**src/rtl/p2s_pkg.sv**
```systemverilog
// Shared types and constants for the framed parallel-to-serial transmitter.
package p2s_pkg;

  typedef enum logic [2:0] {IDLE, START, DATA, PARITY, STOP} p2s_state_t;

  localparam int PAR_NONE = 0;
  localparam int PAR_EVEN = 1;
  localparam int PAR_ODD  = 2;

endpackage

```
**src/rtl/p2s_shift_reg.sv**
```systemverilog
// Parallel-load, shift-right (zero fill) register; ser_out is the current lsb.
module p2s_shift_reg #(
  parameter int DATA_W = 8
) (
  input  logic              clk,
  input  logic              rst_n,
  input  logic              load,
  input  logic              shift_en,
  input  logic [DATA_W-1:0] par_in,
  output logic              ser_out
);

  logic [DATA_W-1:0] shreg;

  always_ff @(posedge clk or negedge rst_n) begin
    if (!rst_n) begin
      shreg <= '0;
    end else if (load) begin
      shreg <= par_in;
    end else if (shift_en) begin
      shreg <= shreg >> 1;
    end
  end

  assign ser_out = shreg[0];

endmodule

```
**src/rtl/p2s_frame_controller.sv**
```systemverilog
// Frames bytes from a valid/ready producer into start/data/parity/stop serial words,
// BAUD_DIV clocks per bit, with zero-gap back-to-back frames.
module p2s_frame_controller
  import p2s_pkg::*;
#(
  parameter int DATA_W      = 8,
  parameter int BAUD_DIV    = 16,
  parameter int PARITY_MODE = 0,
  parameter int STOP_BITS   = 1
) (
  input  logic              clk,
  input  logic              rst_n,
  input  logic              in_valid,
  input  logic [DATA_W-1:0] in_data,
  output logic              in_ready,
  output logic              tx_serial,
  output logic              busy,
  output logic              frame_done
);

  localparam int BW = $clog2(BAUD_DIV + 1);
  localparam int CW = $clog2(DATA_W + 2);
  localparam logic [BW-1:0] LAST_BAUD = BW'(BAUD_DIV - 1);
  localparam logic [CW-1:0] LAST_DATA = CW'(DATA_W - 1);
  localparam logic [CW-1:0] LAST_STOP = CW'(STOP_BITS - 1);
  localparam bit HAS_PARITY = (PARITY_MODE != PAR_NONE);

  generate
    if (BAUD_DIV < 1 || DATA_W < 1 || (STOP_BITS != 1 && STOP_BITS != 2) ||
        PARITY_MODE < 0 || PARITY_MODE > 2) begin : g_param_check
      $error("p2s_frame_controller: illegal parameter combination");
    end
  endgenerate

  p2s_state_t    state, state_next;
  logic [BW-1:0] baud_cnt, baud_next;
  logic [CW-1:0] bit_cnt, bit_next;
  logic          tx_next, load, shift_en, ser_out;
  logic          par_acc, par_bit, handshake, last_baud, final_next;

  assign handshake = in_valid && in_ready;
  assign last_baud = (baud_cnt == LAST_BAUD);
  assign par_bit   = (PARITY_MODE == PAR_ODD) ? ~par_acc : par_acc;
  assign busy      = (state != IDLE);

  p2s_shift_reg #(.DATA_W(DATA_W)) u_shift (
    .clk      (clk),
    .rst_n    (rst_n),
    .load     (load),
    .shift_en (shift_en),
    .par_in   (in_data),
    .ser_out  (ser_out)
  );

  // The shifter advances on the same boundary that drives its lsb onto the line,
  // so ser_out always holds the next bit to emit.
  always_comb begin
    state_next = state;
    baud_next  = last_baud ? '0 : baud_cnt + 1'b1;
    bit_next   = bit_cnt;
    tx_next    = tx_serial;
    load       = 1'b0;
    shift_en   = 1'b0;
    case (state)
      IDLE: begin
        baud_next = '0;
        if (handshake) begin
          state_next = START;
          load       = 1'b1;
          tx_next    = 1'b0;
        end
      end
      START: begin
        if (last_baud) begin
          state_next = DATA;
          bit_next   = '0;
          tx_next    = ser_out;
          shift_en   = 1'b1;
        end
      end
      DATA: begin
        if (last_baud) begin
          if (bit_cnt == LAST_DATA) begin
            bit_next = '0;
            if (HAS_PARITY) begin
              state_next = PARITY;
              tx_next    = par_bit;
            end else begin
              state_next = STOP;
              tx_next    = 1'b1;
            end
          end else begin
            bit_next = bit_cnt + 1'b1;
            tx_next  = ser_out;
            shift_en = 1'b1;
          end
        end
      end
      PARITY: begin
        if (last_baud) begin
          state_next = STOP;
          bit_next   = '0;
          tx_next    = 1'b1;
        end
      end
      STOP: begin
        if (last_baud) begin
          bit_next = '0;
          if (bit_cnt != LAST_STOP) begin
            bit_next = bit_cnt + 1'b1;
          end else if (handshake) begin
            state_next = START;
            load       = 1'b1;
            tx_next    = 1'b0;
          end else begin
            state_next = IDLE;
            tx_next    = 1'b1;
          end
        end
      end
      default: begin
        state_next = IDLE;
        tx_next    = 1'b1;
      end
    endcase
  end

  // Lookahead: the registered flags must be high during the final stop clock itself.
  assign final_next = (state_next == STOP) && (bit_next == LAST_STOP) && (baud_next == LAST_BAUD);

  always_ff @(posedge clk or negedge rst_n) begin
    if (!rst_n) begin
      state      <= IDLE;
      baud_cnt   <= '0;
      bit_cnt    <= '0;
      par_acc    <= 1'b0;
      tx_serial  <= 1'b1;
      in_ready   <= 1'b0;
      frame_done <= 1'b0;
    end else begin
      state      <= state_next;
      baud_cnt   <= baud_next;
      bit_cnt    <= bit_next;
      tx_serial  <= tx_next;
      in_ready   <= (state_next == IDLE) || final_next;
      frame_done <= final_next;
      if (load) begin
        par_acc <= 1'b0;
      end else if (shift_en) begin
        par_acc <= par_acc ^ ser_out;
      end
    end
  end

endmodule
```
**config.mk**
```make
export PLATFORM = sky130hd
export DESIGN_NAME = p2s_frame_controller
export DESIGN_NICKNAME = d
export VERILOG_FILES = /design/src/rtl/p2s_pkg.sv /design/src/rtl/p2s_shift_reg.sv /design/src/rtl/p2s_frame_controller.sv
export SDC_FILE = /design/constraint.sdc
export NUM_CORES = 1
export LEC_CHECK = 0
export CORE_MARGIN = 3
export CORE_UTILIZATION = 55
export DETAILED_ROUTE_END_ITERATION = 6
export PLACE_DENSITY_LB_ADDON = 0.2
export SLEW_MARGIN = 20
export SYNTH_ARGS = -nofsm -noshare
export SYNTH_HDL_FRONTEND = slang
export SYNTH_SLANG_ARGS = --single-unit
```
**constraint.sdc**
```tcl
create_clock -name clk -period 2.15 [get_ports clk]
set_input_delay 0.5375 -clock clk [delete_from_list [all_inputs] [get_ports clk]]
set_output_delay 0.5375 -clock clk [all_outputs]
set_load 0.01 [all_outputs]
```
### After elaboration in Yosys (flattened, before gate mapping)

Index checks and enable logic that the tools add are counted.

| storage, ports and cells | value |
|---|---|
| bits in registers | 23 |
| input port bits | 11 |
| word-level logic and storage cells | 71 |
| output and inout bits | 4 |

| operators by class | value |
|---|---|
| $add $sub $neg | 2 |
| eq/ne operators | 14 |
| multiplexer cells | 36 |
| reductions and logical operators | 12 |

Operators by type and width:

| kind | number |
|---|---|
| 3-bit two-way mux | 7 |
| 4-bit two-way mux | 5 |
| 8-bit two-way mux | 2 |
| 1-bit two-way mux | 15 |
| 3-bit one-hot mux with 5 select lines | 1 |
| 2-bit != test (second input constant) | 6 |
| 4-bit one-hot mux with 3 select lines | 1 |
| 5-bit by 4-bit == test with 1-bit output (second input constant) | 2 |
| 5-bit two-way mux | 2 |
| 3-bit by 2-bit == test with 1-bit output (second input constant) | 2 |
| 3-bit == test (second input constant) | 2 |
| 3-bit zero test | 2 |
| 6-bit AND reduction | 1 |
| 5-bit by 1-bit adder with 5-bit output (second input constant) | 1 |
| 1-bit one-hot mux with 5 select lines | 1 |
| 4-bit by 1-bit adder with 4-bit output (second input constant) | 1 |
| 4-bit by 3-bit == test with 1-bit output (second input constant) | 1 |
| 4-bit zero test | 1 |
| 1-bit one-hot mux with 2 select lines | 2 |
| 4-bit nonzero test | 1 |
| 3-bit by 1-bit == test with 1-bit output (second input constant) | 1 |
| 1-bit logical AND | 3 |
| 3-bit nonzero test | 1 |
| 2-bit nonzero test | 1 |
| other kinds (2) | 2 |

### Depth between registers and ports, before layout

| logic depth | value |
|---|---|
| depth after elaboration | 9 |
| depth in mapped cells | 8 |

### Hierarchy

From an unflattened synthesis, not the netlist that was laid out.

| second synthesis, totals | value |
|---|---|
| cells, all modules | 127 |
| area total of the unflattened synthesis | 1,244.9 µm² |

Modules (own cells, without submodules):

| module | area each (µm²) | instances | cells an instance |
|---|---|---|---|
| p2s_frame_controller | 875.8 | 1 | 93 |
| p2s_shift_reg | 369.1 | 1 | 34 |

### Worst setup path before layout

Ideal clock, no wire load.

| path | value |
|---|---|
| path kind | register to register |
| start point | reg baud_cnt[0] |
| end point | reg in_ready |
| path buffers | 2 |
| setup time | 87 ps |
| data arrival time | 1,721 ps |
| period minus slack after synthesis | 1,808 ps |
| cell stages (with the launch flop) | 9 |
| path slack | 342 ps |
| cell sequence | dfrtp_1 ha_1 and4b_1 buf_4 and3_4 buf_6 a41oi_4 nand4_2 a211oi_2 |

| on the way | value |
|---|---|
| longest elaborated chain between the ends | 7 |

RTL lines:

| item | line | RTL |
|---|---|---|
| from (decl) | p2s_frame_controller.sv:36 | `logic [BW-1:0] baud_cnt, baud_next;` |
| from (signal assigned) | p2s_frame_controller.sv:142 | `baud_cnt <= baud_next;` |
| branches (longest 6 deep; another with 5-bit by 1-bit adder with 5-bit output) | n/a |  |
| 1-bit logical OR (*) | p2s_frame_controller.sv:145 | `in_ready <= (state_next == IDLE) \|\| final_next;` |
| to (signal assigned) | p2s_frame_controller.sv:145 |  |
| to (decl) | p2s_frame_controller.sv:15 | `output logic in_ready,` |

Every way passes the cells marked *.
A chain may end at the register's enable or synchronous reset.

### Worst setup path after layout

| path | value |
|---|---|
| start point | reg tx_serial |
| end point | out tx_serial |

RTL lines:

| item | line | RTL |
|---|---|---|
| from (decl) | p2s_frame_controller.sv:16 | `output logic tx_serial,` |
| from (signal assigned) | p2s_frame_controller.sv:144 | `tx_serial <= tx_next;` |

No word-level cell between the ends.

==> results.sh <==
export IMPL_status="complete, no violations"
export IMPL_synth_main_ff_cell="dfrtp_1"
export IMPL_final_util_pct=67.2
export IMPL_grt_pass1_wl_microns=4050
export IMPL_max_freq_ghz=0.524
export IMPL_crit_family="flip-flops"
export IMPL_grt_usage_pct=18.6
export IMPL_wl_met3_microns=87
export IMPL_yosysTopAreaCellShare_pct=41.9
export IMPL_hold_violations=0
export IMPL_cts_root_buf="clkbuf_4"
export IMPL_dr_wl_met2_microns=1240
export IMPL_max_cap_violations=0
export IMPL_fin_cells=173
export IMPL_p_leak_nw=0.667
export IMPL_synth_cell_types=51
export IMPL_numCtsBuffers=3
export IMPL_fin_nets=160
export IMPL_pin_count=15
export IMPL_fin_crit_sh_pct=88.8
export IMPL_grt_pass1_vias=935
export IMPL_start_kind="flip-flop"
export IMPL_syn_nets=142
export IMPL_peakVddDrop_mv=0.590
export IMPL_drive_gt1_share_pct=17.2
export IMPL_setup_viol=0
export IMPL_clk_latency_ps=300
export IMPL_routed_wirelength_microns=2470
export IMPL_fp_dieH_microns=54.9
export IMPL_areaGrowthSynthToFinish_pct=14.2
export IMPL_dpl_hpwl_microns=1880
export IMPL_min_from="baud_cnt[0]"
export IMPL_drtIter0Drc=36
export IMPL_cts_sinks=23
export IMPL_gr_total_overflow=0
export IMPL_syn_inst=128
export IMPL_total_power_mw=1.36
export IMPL_initial_core_util_pct=58.8
export IMPL_yosysSeqAreaShare_pct=43.9
export IMPL_setup_slack_ps=241
export IMPL_async_flop_share_pct=100
export IMPL_place_area_sq_mm=0.00147
export IMPL_max_slew_margin_pct=63.3
export IMPL_cpMaxStageDelayCell="dfstp_2"
export IMPL_place_gp_congestion=0.967
export IMPL_critical_path_class="flip-flop to output pin"
export IMPL_drc_errors=0
export IMPL_yosysTopAreaCell="dfrtp_1"
export IMPL_rr_startpoint="baud_cnt[0]"
export IMPL_cts_tree="built"
export IMPL_dr_pass1_iters=4
export IMPL_dieArea_sq_mm=0.00301
export IMPL_cpPeakStageDelay_ps=550
export IMPL_rsz0062_at_grt="no"
export IMPL_netlist_top_cells_area="dfrtp_1, mux2i_1, nand2_1"
export IMPL_cp_depth=1
export IMPL_clock_skew_ps=13.2
export IMPL_htreeDepth=1
export IMPL_die_x_microns=54.9
export IMPL_antenna_found_initial=0
export IMPL_synth_area_sq_mm=0.00131
export IMPL_pre_cts_slack_ps=247
export IMPL_yosys_register_bits=23
export IMPL_core_area_sq_mm=0.00223
export IMPL_layout_min_cycle_time_ps=1910
export IMPL_postCtsHoldBufs=0
export IMPL_wl_per_cell_microns=14.3
export IMPL_final_area_sq_mm=0.00150
export IMPL_syn_area_per_cell_sq_um=10.3
export IMPL_cp_max_fo=2
export IMPL_crit_buf_inv=1
export IMPL_nFillCells=177
export IMPL_port_buffers=14
export IMPL_critPathCaptureType="output pin"
export IMPL_power_density_mw_per_mm2=906
export IMPL_hold_path_class="flip-flop to flip-flop"
export IMPL_holdWs_ps=496
export IMPL_placementRows=17
export IMPL_cts_resized=0
export IMPL_slew_viol_final=0
export IMPL_ant_nets=0
export IMPL_path_cells="clkdlybuf4s50_1"
export IMPL_holdPathEnd="baud_cnt[0]"
export IMPL_cts_setup_buffers=0
export IMPL_yosysWarnings=0
export IMPL_arrival_ps=1370
export IMPL_vias_per_cell=5.64
export IMPL_dp_cells=169
export IMPL_num_antenna_cells=0
export IMPL_grt_max_degree=24
export IMPL_holdPathStages=1
export IMPL_met1_length_microns=1140
export IMPL_synth_edf_count=0
export IMPL_via_count=975
export IMPL_clk_pin_slew_ps=120
export IMPL_worst_pin_slew_ps=551
export IMPL_required_ps=1610
export IMPL_regToRegSetupSlack_ps=250
export IMPL_rr_worst_depth=6
export IMPL_rr_endpoint="in_ready"
export IMPL_clock_path_buffers=2
export IMPL_maxUsedRoutingLayer="met4"
export IMPL_setup_tns_ps=0
flip-flops by register name, summed over array words and instances (netlist names):
name and flops:
tx_serial 1, in_ready 1, baud_cnt 5, u_shift.shreg 8, bit_cnt 4, frame_done 1
state 3
Yosys cell counts (3+ instances only):
cell type  count
dfrtp_1       22
nand2_1       14
nand3_1       10
o21ai_1        8
mux2i_1        6
nor2_1         6
inv_1          4
ha_1           3
nor2b_1        3
o21ai_0        3
cell type report:
type                       count  area (sq um)  share of cell area [%]
multi-input combinational     94           659                    44.0
sequential                    23           577                    38.4
timing repair buffer          20           188                    12.5
tap                           28          35.0                    2.34
clock buffer                   4          26.3                    1.75
inverter                       4          15.0                    1.00
layer usage:
metal	vias to the layer above	global-route usage [%]
met3	2	3.27
li1	495	-
met5	-	0
met2	19	31.3
met1	459	24.9
met4	0	3.73
cell families (layout without fill, tap and decap cells):
kind of cell	count (synthesis)	count (layout)	share of synthesized area, %
AOI/OAI and AO/OA	29	29	17.0
and+or+nand+nor	53	53	23.5
muxes	7	7	5.43
buffers and inverters	11	28	5.90
adders and majority gates	3	3	2.86
DFF	23	23	43.9
xor gates and xnor gates	2	2	1.33
how the worst max path moves through the flow:
| stage | startpoint | end |
|---|---|---|
| 2_1_floorplan | baud_cnt[0] | in_ready |
| 3_3_place_gp | in_valid | tx_serial |
| 3_5_place_dp | baud_cnt[0] | in_ready |
| 4_1_cts | state[1] | busy |
| 5_1_grt | baud_cnt[0] | in_ready |
| 6_report | tx_serial | tx_serial |
power breakdown:
part	switching, mW	internal (mW)
sequential	0.0933	0.577
combinational	0.247	0.254
clock	0.116	0.0721
placed cells by master (no fill, tap or decap), drive strengths merged, types with 2 or more instances in the layout:
cell           netlist  routed
nor2b                3       3
o21ai               12      12
nor2                 7       7
nand3               10      10
ha                   3       3
o211ai               2       2
nand2               14      14
and2                 2       2
dfrtp               22      22
nand2b               2       2
mux2i                6       6
nor3b                2       2
a31oi                2       2
buf                  5       6
inv                  4       4
xor2                 2       2
clkdlybuf4s50        0      13
clkbuf               1       4
and3                 3       3
a21oi                3       3
Power figures use the tool's default switching activity.
